## config.mk

```make
export PLATFORM = sky130hd
export DESIGN_NAME = cnn_max_pool_flat
export DESIGN_NICKNAME = d
export VERILOG_FILES = /design/src/rtl/cnn_max_pool_if.sv /design/src/rtl/cnn_max_pool.sv /design/src/flat_wrapper.sv
export SDC_FILE = /design/constraint.sdc
export NUM_CORES = 1
export LEC_CHECK = 0
export CORE_ASPECT_RATIO = 1.1
export CORE_MARGIN = 2
export CORE_UTILIZATION = 45
export DETAILED_ROUTE_END_ITERATION = 7
export MAX_ROUTING_LAYER = met4
export PLACE_DENSITY = 0.74
export SYNTH_ARGS = -nofsm -noshare
export SYNTH_HDL_FRONTEND = slang
export SYNTH_SLANG_ARGS = --single-unit
```

## constraint.sdc

```tcl
create_clock -name clk -period 4.9 [get_ports clk]
set_clock_uncertainty 0.2 [all_clocks]
set_input_delay 0.98 -clock clk [delete_from_list [all_inputs] [get_ports clk]]
set_output_delay 0.98 -clock clk [all_outputs]
set_load 0.1 [all_outputs]
```

## src/rtl/cnn_max_pool_if.sv

```systemverilog
// cnn_max_pool_if
//   Bundles the stream and status signals of the 2x2 max-pooling stage.
//   master : upstream/controller side (drives Start, in_valid, in_data)
//   slave  : pooling stage side (drives out_valid, out_data, busy, done)
// Handshake: valid-only stream. A sample transfers on every rising clk edge
//   where in_valid is high and the stage is in RUN. There is no ready; the
//   stage never back-pressures. out_valid is a one-cycle strobe and out_data
//   holds its value until the next strobe.
interface cnn_max_pool_if #(
   parameter int DW = 22
);
   logic                 Start;
   logic                 in_valid;
   logic signed [DW-1:0] in_data;
   logic                 out_valid;
   logic signed [DW-1:0] out_data;
   logic                 busy;
   logic                 done;

   modport master (
      output Start, in_valid, in_data,
      input  out_valid, out_data, busy, done
   );

   modport slave (
      input  Start, in_valid, in_data,
      output out_valid, out_data, busy, done
   );
endinterface

```

## src/rtl/cnn_max_pool.sv

```systemverilog
// cnn_max_pool
//   2x2, stride-2 max pooling over a raster-order stream of signed conv results.
//   Even rows: pair maxima are parked in a half-row line buffer.
//   Odd rows : pair maximum is combined with the buffered one and emitted.
// Ports
//   clk         : system clock, rising edge
//   rst_n       : asynchronous active-low reset
//   pool_if     : slave modport of cnn_max_pool_if (Start, in_valid, in_data,
//                 out_valid, out_data, busy, done)
//   dbg_state_o : current FSM state (IDLE=0, RUN=1, FLUSH=2, DONE=3)
module cnn_max_pool #(
   parameter int DW    = 22,
   parameter int MAP_W = 4,
   parameter int MAP_H = 4
) (
   input  logic               clk,
   input  logic               rst_n,
   cnn_max_pool_if.slave      pool_if,
   output logic [1:0]         dbg_state_o
);

   localparam int CW   = $clog2(MAP_W);
   localparam int RW   = $clog2(MAP_H);
   localparam int LB_N = MAP_W / 2;
   localparam int LBW  = (LB_N > 1) ? $clog2(LB_N) : 1;

   typedef enum logic [1:0] {
      IDLE  = 2'd0,
      RUN   = 2'd1,
      FLUSH = 2'd2,
      DONE  = 2'd3
   } state_t;

   state_t               state_q;
   logic [CW-1:0]        col_q;
   logic [RW-1:0]        row_q;
   logic signed [DW-1:0] pair_q;
   logic signed [DW-1:0] lb_q [LB_N];
   logic signed [DW-1:0] out_data_q;
   logic                 out_valid_q;
   logic                 busy_q;
   logic                 done_q;

   logic [LBW-1:0]       lb_idx;
   logic signed [DW-1:0] pair_max_d;
   logic signed [DW-1:0] pool_max_d;
   logic                 last_col;
   logic                 last_row;

   assign lb_idx   = LBW'(col_q >> 1);
   assign last_col = (col_q == CW'(MAP_W - 1));
   assign last_row = (row_q == RW'(MAP_H - 1));

   // Strict '>' keeps the earlier operand on ties; either choice gives the same value.
   always_comb begin
      pair_max_d = pair_q;
      if (pool_if.in_data > pair_q) begin
         pair_max_d = pool_if.in_data;
      end
      pool_max_d = lb_q[lb_idx];
      if (pair_max_d > lb_q[lb_idx]) begin
         pool_max_d = pair_max_d;
      end
   end

   always_ff @(posedge clk or negedge rst_n) begin
      if (!rst_n) begin
         state_q     <= IDLE;
         col_q       <= '0;
         row_q       <= '0;
         pair_q      <= '0;
         out_data_q  <= '0;
         out_valid_q <= 1'b0;
         busy_q      <= 1'b0;
         done_q      <= 1'b0;
         for (int i = 0; i < LB_N; i++) begin
            lb_q[i] <= '0;
         end
      end else begin
         out_valid_q <= 1'b0;
         done_q      <= 1'b0;
         // Start overrides everything, including a sample arriving in the same
         // cycle; a partially filled window is simply abandoned.
         if (pool_if.Start) begin
            state_q <= RUN;
            busy_q  <= 1'b1;
            col_q   <= '0;
            row_q   <= '0;
         end else begin
            case (state_q)
               IDLE: begin
               end
               RUN: begin
                  if (pool_if.in_valid) begin
                     if (!col_q[0]) begin
                        pair_q <= pool_if.in_data;
                     end else if (!row_q[0]) begin
                        lb_q[lb_idx] <= pair_max_d;
                     end else begin
                        out_data_q  <= pool_max_d;
                        out_valid_q <= 1'b1;
                     end
                     if (last_col) begin
                        col_q <= '0;
                        if (last_row) begin
                           row_q   <= '0;
                           state_q <= FLUSH;
                           busy_q  <= 1'b0;
                        end else begin
                           row_q <= row_q + 1'b1;
                        end
                     end else begin
                        col_q <= col_q + 1'b1;
                     end
                  end
               end
               // FLUSH lets the final out_valid strobe go out before done.
               FLUSH: begin
                  state_q <= DONE;
                  done_q  <= 1'b1;
               end
               DONE: begin
                  state_q <= IDLE;
               end
               default: begin
                  state_q <= IDLE;
               end
            endcase
         end
      end
   end

   assign pool_if.out_valid = out_valid_q;
   assign pool_if.out_data  = out_data_q;
   assign pool_if.busy      = busy_q;
   assign pool_if.done      = done_q;
   assign dbg_state_o       = state_q;

endmodule
```

## src/flat_wrapper.sv

```systemverilog
// flat-port wrapper written by rule: the top's interface ports become plain ports
module cnn_max_pool_flat 
#(
   parameter int DW    = 22,
   parameter int MAP_W = 4,
   parameter int MAP_H = 4
)
  (clk, rst_n, dbg_state_o, pool_if_Start, pool_if_in_valid, pool_if_in_data, pool_if_out_valid, pool_if_out_data, pool_if_busy, pool_if_done);
  cnn_max_pool_if #(.DW(DW)) pool_if_i ();
  input  logic clk;
  input  logic rst_n;
  output logic [1:0] dbg_state_o;
  input wire logic [$bits(pool_if_i.Start)-1:0] pool_if_Start;
  input wire logic [$bits(pool_if_i.in_valid)-1:0] pool_if_in_valid;
  input wire logic [$bits(pool_if_i.in_data)-1:0] pool_if_in_data;
  output wire logic [$bits(pool_if_i.out_valid)-1:0] pool_if_out_valid;
  output wire logic [$bits(pool_if_i.out_data)-1:0] pool_if_out_data;
  output wire logic [$bits(pool_if_i.busy)-1:0] pool_if_busy;
  output wire logic [$bits(pool_if_i.done)-1:0] pool_if_done;
  assign pool_if_i.Start = pool_if_Start;
  assign pool_if_i.in_valid = pool_if_in_valid;
  assign pool_if_i.in_data = pool_if_in_data;
  assign pool_if_out_valid = pool_if_i.out_valid;
  assign pool_if_out_data = pool_if_i.out_data;
  assign pool_if_busy = pool_if_i.busy;
  assign pool_if_done = pool_if_i.done;
  cnn_max_pool #(.DW(DW), .MAP_W(MAP_W), .MAP_H(MAP_H)) u_core (.clk(clk), .rst_n(rst_n), .pool_if(pool_if_i), .dbg_state_o(dbg_state_o));
endmodule
```

==> results of run 1 <==
[sequential cells by signal, indices dropped and copies added, names as in the netlist]
signal	count
u_core.row_q	2
u_core.pool_if.busy	1
u_core.pair_q	22
u_core.lb_q	44
u_core.dbg_state_o	2
u_core.pool_if.out_valid	1
u_core.pool_if.out_data	22
u_core.pool_if.done	1
u_core.col_q	2
[layout by cell type (no fill, tap or decap), drive strengths merged, types with 2 or more instances in the layout]
| cell | netlist | routed |
|---|---|---|
| mux2 | 6 | 6 |
| clkdlybuf4s50 | 0 | 29 |
| inv | 47 | 47 |
| nor2 | 28 | 28 |
| buf | 2 | 115 |
| dfrtp | 97 | 97 |
| ha | 46 | 46 |
| a21oi | 44 | 44 |
| dlygate4sd2 | 0 | 2 |
| o21ai | 48 | 48 |
| o31ai | 2 | 2 |
| nand2 | 56 | 56 |
| mux2i | 43 | 43 |
| clkdlybuf4s15 | 0 | 5 |
| a221o | 22 | 22 |
| clkbuf | 25 | 15 |
| clkinv | 1 | 5 |
| nand4 | 7 | 7 |
| nor2b | 2 | 2 |
| nand3 | 8 | 8 |
| a21boi | 2 | 2 |
| o21bai | 2 | 2 |
| nand2b | 2 | 2 |
| and2 | 1 | 4 |
| nor3 | 27 | 27 |
| clkinvlp | 0 | 2 |
| and4 | 7 | 7 |
[cells in the mapped netlist (all sizes together), types with 2 or more instances]
cell	n	share of area [%]
nand2	56	3.9
nor2b	2	0.23
nor2	28	2.0
buf	2	0.42
o31ai	2	0.28
and4	7	1.1
mux2i	43	9.5
o21bai	2	0.28
nor3	27	2.5
o21ai	48	4.6
nand2b	2	0.23
nand4	7	1.1
mux2	6	1.3
dfrtp	97	45
inv	47	3.3
nand3	8	0.75
ha	46	11
a21oi	44	4.1
a21boi	2	0.28
a221o	22	4.1
clkbuf	25	1.8
[power by group]
group / internal, mW / switching, mW / total (mW)
sequential: 0.944 / 0.0949 / 1.04
combinational: 0.852 / 0.871 / 1.72
clock: 0.340 / 0.295 / 0.636
total: 2.14 / 1.26 / 3.40
[per-layer routing]
layer  share of wire, %  up-vias
met5                  0        -
met4                2.9        0
met3                4.7       29
met2                 50      149
met1                 43     2234
li1                   -     2204
[final cells by class]
type / count / area, um2
inverters: 48 / 180
fillers: 799 / 3810
clock buffers: 10 / 229
flip-flops and latches: 97 / 2430
clock inverters: 6 / 35.0
well taps: 150 / 188
repair buffers: 157 / 1380
multi-input cells: 367 / 3290
[critical path, stage by stage]
cell and delay (ps):
buf_6 100, ha_4 230, buf_4 130, a21oi_1 170
o21ai_0 180, a22oi_1 250, buf_4 170, a31oi_4 90
o21ai_4 170, buf_12 140, buf_12 150, mux2i_4 290
inv_2 90, ha_4 240, buf_4 140, a21oi_1 170
o21ai_1 90, a21oi_1 160, o211ai_1 140, mux2_4 360
and2_4 190, a221o_1 300
[repair_timing]
item,in CTS,in global routing
cloned,4,1
buffers inserted,15,13
endpoints found under the setup margin,22,22
pin swaps,35,30
gates resized for setup,88,64
[worst paths after layout]
kind,start,end,slack [ps],cells after the start
min in group asynchronous,rst_n,u_core.row_q[1],540,1
worst min-delay path,u_core.pool_if.busy,u_core.pool_if.busy,280,1
worst max-delay path,pool_if_in_data[9],u_core.pool_if.out_data[6],-40,22
worst max register to register,u_core.pair_q[9],u_core.pool_if.out_data[6],180,22
max in group asynchronous,rst_n,u_core.lb_q[38],3030,2
worst min register to register,u_core.pool_if.busy,u_core.pool_if.busy,280,1
[stage by stage]
step                      cell area, um2  setup slack [ps]
after detailed placement            6720              -774
after CTS                           7380              1.54
after global routing                7730              -165
final                               7730             -39.5
after floorplan                     5560              2.86
after global placement              6720              -598
[cells by family after synthesis]
kind of cell | Yosys count | synth area share, %
buffers and inverters | 75 | 5.55
adder cells (fa/ha/maj) | 46 | 10.8
multiplexers | 49 | 10.7
flip-flops | 97 | 45.4
AO/OA/AOI/OAI | 127 | 14.7
AND/OR/NAND/NOR | 142 | 12.8
==> impl_metrics.py, run 1 <==
metrics = {
    "run_status": {
        "status": "complete, but fails checks",
        "violations": "setup timing",
    },
    "routing": {
        "detail-route-antenna-nets": 0,
        "firstDrtPassIters": 5,
        "via_count": 4616,
        "drt_wl_total_um": 14300,
        "drt-wirelength-per-cell_um": 17.2,
        "vias_per_cell": 5.53,
        "drc_errors": 0,
        "drt-initial-drc-count": 329,
    },
    "synthesis": {
        "ys_types": 39,
        "synth-edff-count": 0,
        "syn_nets": 608,
        "ys_warn_count": 0,
        "syn_area_um2": 5350,
        "syn_avg_cell_area_um2": 9.98,
        "syn_inst": 536,
        "ys_seq_area_share_pct": 45.4,
        "synth_ff_type": "dfrtp_1",
        "async_flop_share_pct": 100,
        "ys_ff_latch": 97,
    },
    "global_route": {
        "grt.overflow.total": 0,
        "antenna_found_initial": 0,
        "grt_use_met3_pct": 3.53,
        "grt_pass1_wl_um": 21900,
        "grt_max_degree": 67,
        "use_met1_pct": 28.3,
        "met2_usage_pct": 36.0,
        "grt_usage_pct": 22.4,
        "grt_pass1_vias": 4500,
        "grt.busiest_layer": "met2",
    },
    "clock_network": {
        "numCtsBuffers": 9,
        "clk_path_buf_depth": 2,
        "cts-root-buf": "clkbuf_16",
        "clock_latency_ps": 350,
        "clk_pin_slew_ps": 60,
        "htree_levels": 3,
        "cts.sinks": 97,
        "cts_hold_buffers": 0,
        "cts_tree": "done",
    },
    "timing": {
        "finalSetupViolCount": 22,
        "fmax_mhz": 202,
        "slew_headroom_pct": 34.1,
        "worst_pin_slew_ps": 986,
        "tns_ps": -526,
        "drv_slew": 0,
        "fin_crit_sh_pct": 101,
        "fin_hold_ws_ps": 276,
        "rsz0062_at_grt": "yes",
        "postLayoutSetupSlackWorst_ps": -39.5,
        "finalHoldViolations": 0,
        "period_needed_ps": 4940,
    },
    "power": {
        "total_power_mw": 3.40,
        "leakage_nw": 3.38,
        "ir_worst_vdd_mv": 0.212,
        "power_density_nw_per_um2": 440,
    },
    "setup_path": {
        "arrival_ps": 4960,
        "cp.required_ps": 4920,
        "worst_setup_path_end_kind": "register",
        "start_kind": "primary input",
        "crit_type": "primary input to register",
        "path_max_fanout": 7,
    },
    "floorplanning": {
        "start_util_pct": 46.3,
        "die_h_um": 118,
        "io_pins": 53,
        "die_w_um": 108,
        "design.die.area_um2": 12800,
        "core_area_um2": 11500,
        "num_rows": 41,
    },
    "cells_and_area": {
        "instances_no_fill": 835,
        "syn_to_final_growth_pct": 44.5,
        "final_util_pct": 67.0,
        "n_antenna_cell": 0,
        "drive_above_1_share_pct": 35.5,
        "nets": 752,
    },
    "placed_design": {
        "placed_cells_incl_taps": 787,
        "place.gp.congestion": 0.899,
        "place_hpwl_um": 9010,
        "port_buffers": 52,
    },
    "min_path": {
        "hold_class": "register to register",
    },
    "run": {
        "drv_cap": 0,
    },
}
No activity file was read; power rests on OpenSTA's default activity.
==> inputs of run 2 (changes only) <==
Settings changed: CORE_ASPECT_RATIO 1.1 to not set, HOLD_SLACK_MARGIN set to 0.03.
==> impl_metrics.py, run 2 (synthesized netlist as in run 1, its figures left out) <==
metrics = {
    "setup_path": {
        "cp.required_ps": 4920,
        "reg2reg_slack_ps": 50,
        "worst_setup_path_end_kind": "register",
        "crit_type": "primary input to register",
        "r2r_cells": 20,
        "arrival_ps": 5090,
        "path_max_fanout": 6,
        "start_kind": "primary input",
    },
    "timing": {
        "rsz0062_at_grt": "yes",
        "fmax_mhz": 197,
        "fin_crit_sh_pct": 103,
        "tns_ps": -2670,
        "finalHoldViolations": 0,
        "worst_pin_slew_ps": 1210,
        "period_needed_ps": 5060,
        "slew_headroom_pct": 19.3,
        "finalSetupViolCount": 22,
        "drv_slew": 0,
        "postLayoutSetupSlackWorst_ps": -164,
    },
    "floorplanning": {
        "core_area_um2": 11500,
        "num_rows": 39,
        "die_w_um": 113,
        "io_pins": 53,
        "start_util_pct": 46.4,
        "design.die.area_um2": 12800,
        "die_h_um": 113,
    },
    "clock_network": {
        "htree_levels": 3,
        "cts-root-buf": "clkbuf_16",
        "cts_tree": "done",
        "numCtsBuffers": 9,
        "clk_path_buf_depth": 2,
        "cts_hold_buffers": 0,
        "cts.sinks": 97,
        "clock_latency_ps": 350,
        "clk_pin_slew_ps": 70,
    },
    "power": {
        "switching_power_mw": 1.27,
        "power_density_nw_per_um2": 457,
        "swShare_pct": 36.8,
        "ir_worst_vdd_mv": 0.251,
        "internal_power_mw": 2.19,
        "clkPwrFrac_pct": 21.8,
        "p_seq_share_pct": 30.1,
        "pwr-share-comb_pct": 48.2,
        "leakage_nw": 3.35,
    },
    "routing": {
        "vias_per_cell": 5.49,
        "drt-initial-drc-count": 374,
        "drt_wl_total_um": 14100,
        "detail-route-antenna-nets": 0,
        "drt-wirelength-per-cell_um": 17.2,
        "firstDrtPassIters": 8,
        "via_count": 4508,
        "drc_errors": 3,
    },
    "cells_and_area": {
        "largest_reg_flops": 44,
        "syn_to_final_growth_pct": 41.8,
        "final_area_um2": 7580,
        "n_antenna_cell": 0,
        "final_common_cell": "dfrtp_1",
        "drive_above_1_share_pct": 33.9,
        "nets": 745,
        "final_cell_mix": "dfrtp_1, buf_4, nand2_1",
        "regMostFlops": "u_core.lb_q",
    },
    "placed_design": {
        "placed_cell_area_um2": 6700,
        "place.gp.congestion": 0.921,
        "port_buffers": 52,
        "place_hpwl_um": 9010,
    },
    "global_route": {
        "grt_max_degree": 67,
        "grt_pass1_wl_um": 22500,
        "grt_pass1_vias": 4491,
        "grt.overflow.total": 0,
        "grt_usage_pct": 23.0,
        "antenna_found_initial": 0,
    },
    "min_path": {
        "hold_class": "register to register",
        "hold_depth": 2,
    },
    "run_status": {
        "status": "complete, but fails checks",
        "violations": "DRC, setup timing",
    },
    "run": {
        "drv_cap": 0,
    },
}
[run 2: area by class of cell]
| cell class | count | area, um2 |
|---|---|---|
| fillers | 828 | 3930 |
| multi-input cells | 367 | 3220 |
| flip-flops and latches | 97 | 2430 |
| repair buffers | 150 | 1260 |
| clock buffers | 10 | 229 |
| inverters | 48 | 180 |
| well taps | 143 | 179 |
| clock inverters | 6 | 91.3 |
[run 2: final timing paths]
path | to | from
max | u_core.pool_if.out_data[18] | pool_if_in_data[15]
min | u_core.lb_q[5] | u_core.lb_q[5]
max reg2reg | u_core.pool_if.out_data[18] | u_core.pair_q[16]
min reg2reg | u_core.lb_q[5] | u_core.lb_q[5]
max in group asynchronous | u_core.lb_q[21] | rst_n
min in group asynchronous | u_core.lb_q[29] | rst_n
[run 2: critical path: stages]
cell and delay, ps:
buf_6 100, ha_4 260, nand4_1 170, buf_4 200, nor4_4 320, o31ai_4 130
and4_4 220, o21ai_4 190, buf_6 150, buf_16 150, mux2i_4 300, inv_2 100
ha_4 280, and4_4 230, and4_4 240, o31ai_4 80, o211ai_1 120, mux2_4 360
and2_4 190, a221o_1 320
[run 2: power groups by stage]
stage,combinational [mW],sequential [mW],clock (mW)
3_5_place_dp,1.32,1.05,0
6_report,1.67,1.04,0.754
2_1_floorplan,0.811,1.08,0
4_1_cts,1.51,1.04,0.763
5_1_grt,1.81,1.05,0.794
3_3_place_gp,1.25,1.04,0
[run 2: per-layer routing]
layer / up-vias / GRT usage (%) / wire length (um)
met2: 139 / 36.5 / 6680
met5: - / - / 0
li1: 2189 / - / -
met3: 38 / 2.41 / 566
met4: 0 / 10.1 / 588
met1: 2142 / 30.1 / 6300
[run 2: what timing repair did]
| item | in CTS | in global routing |
|---|---|---|
| endpoints found under the setup margin | 22 | 22 |
| cloned | 3 | 1 |
| pin swaps | 32 | 32 |
| setup buffers | 14 | 9 |
| resized for setup | 72 | 57 |
[run 2: stage by stage]
| step | cells | worst slack, ps | utilization, % | hold slack [ps] | total power [mW] |
|---|---|---|---|---|---|
| 6_report | 821 | -164 | 65.9 | 287 | 3.47 |
| 5_1_grt | 821 | -268 | 65.9 | 311 | 3.66 |
| 4_1_cts | 811 | 0.895 | 64.2 | 288 | 3.31 |
| 3_5_place_dp | 779 | -753 | 58.2 | 274 | 2.37 |
| 3_3_place_gp | 779 | -588 | 58.2 | 265 | 2.29 |
| 2_1_floorplan | 536 | 2.86 | - | 255 | 1.89 |
==> inputs of run 3 (changes only) <==
Settings changed: HOLD_SLACK_MARGIN 0.03 to not set.
==> results of run 3 <==
Final layout, timing and power as in run 2 (identical DEF).
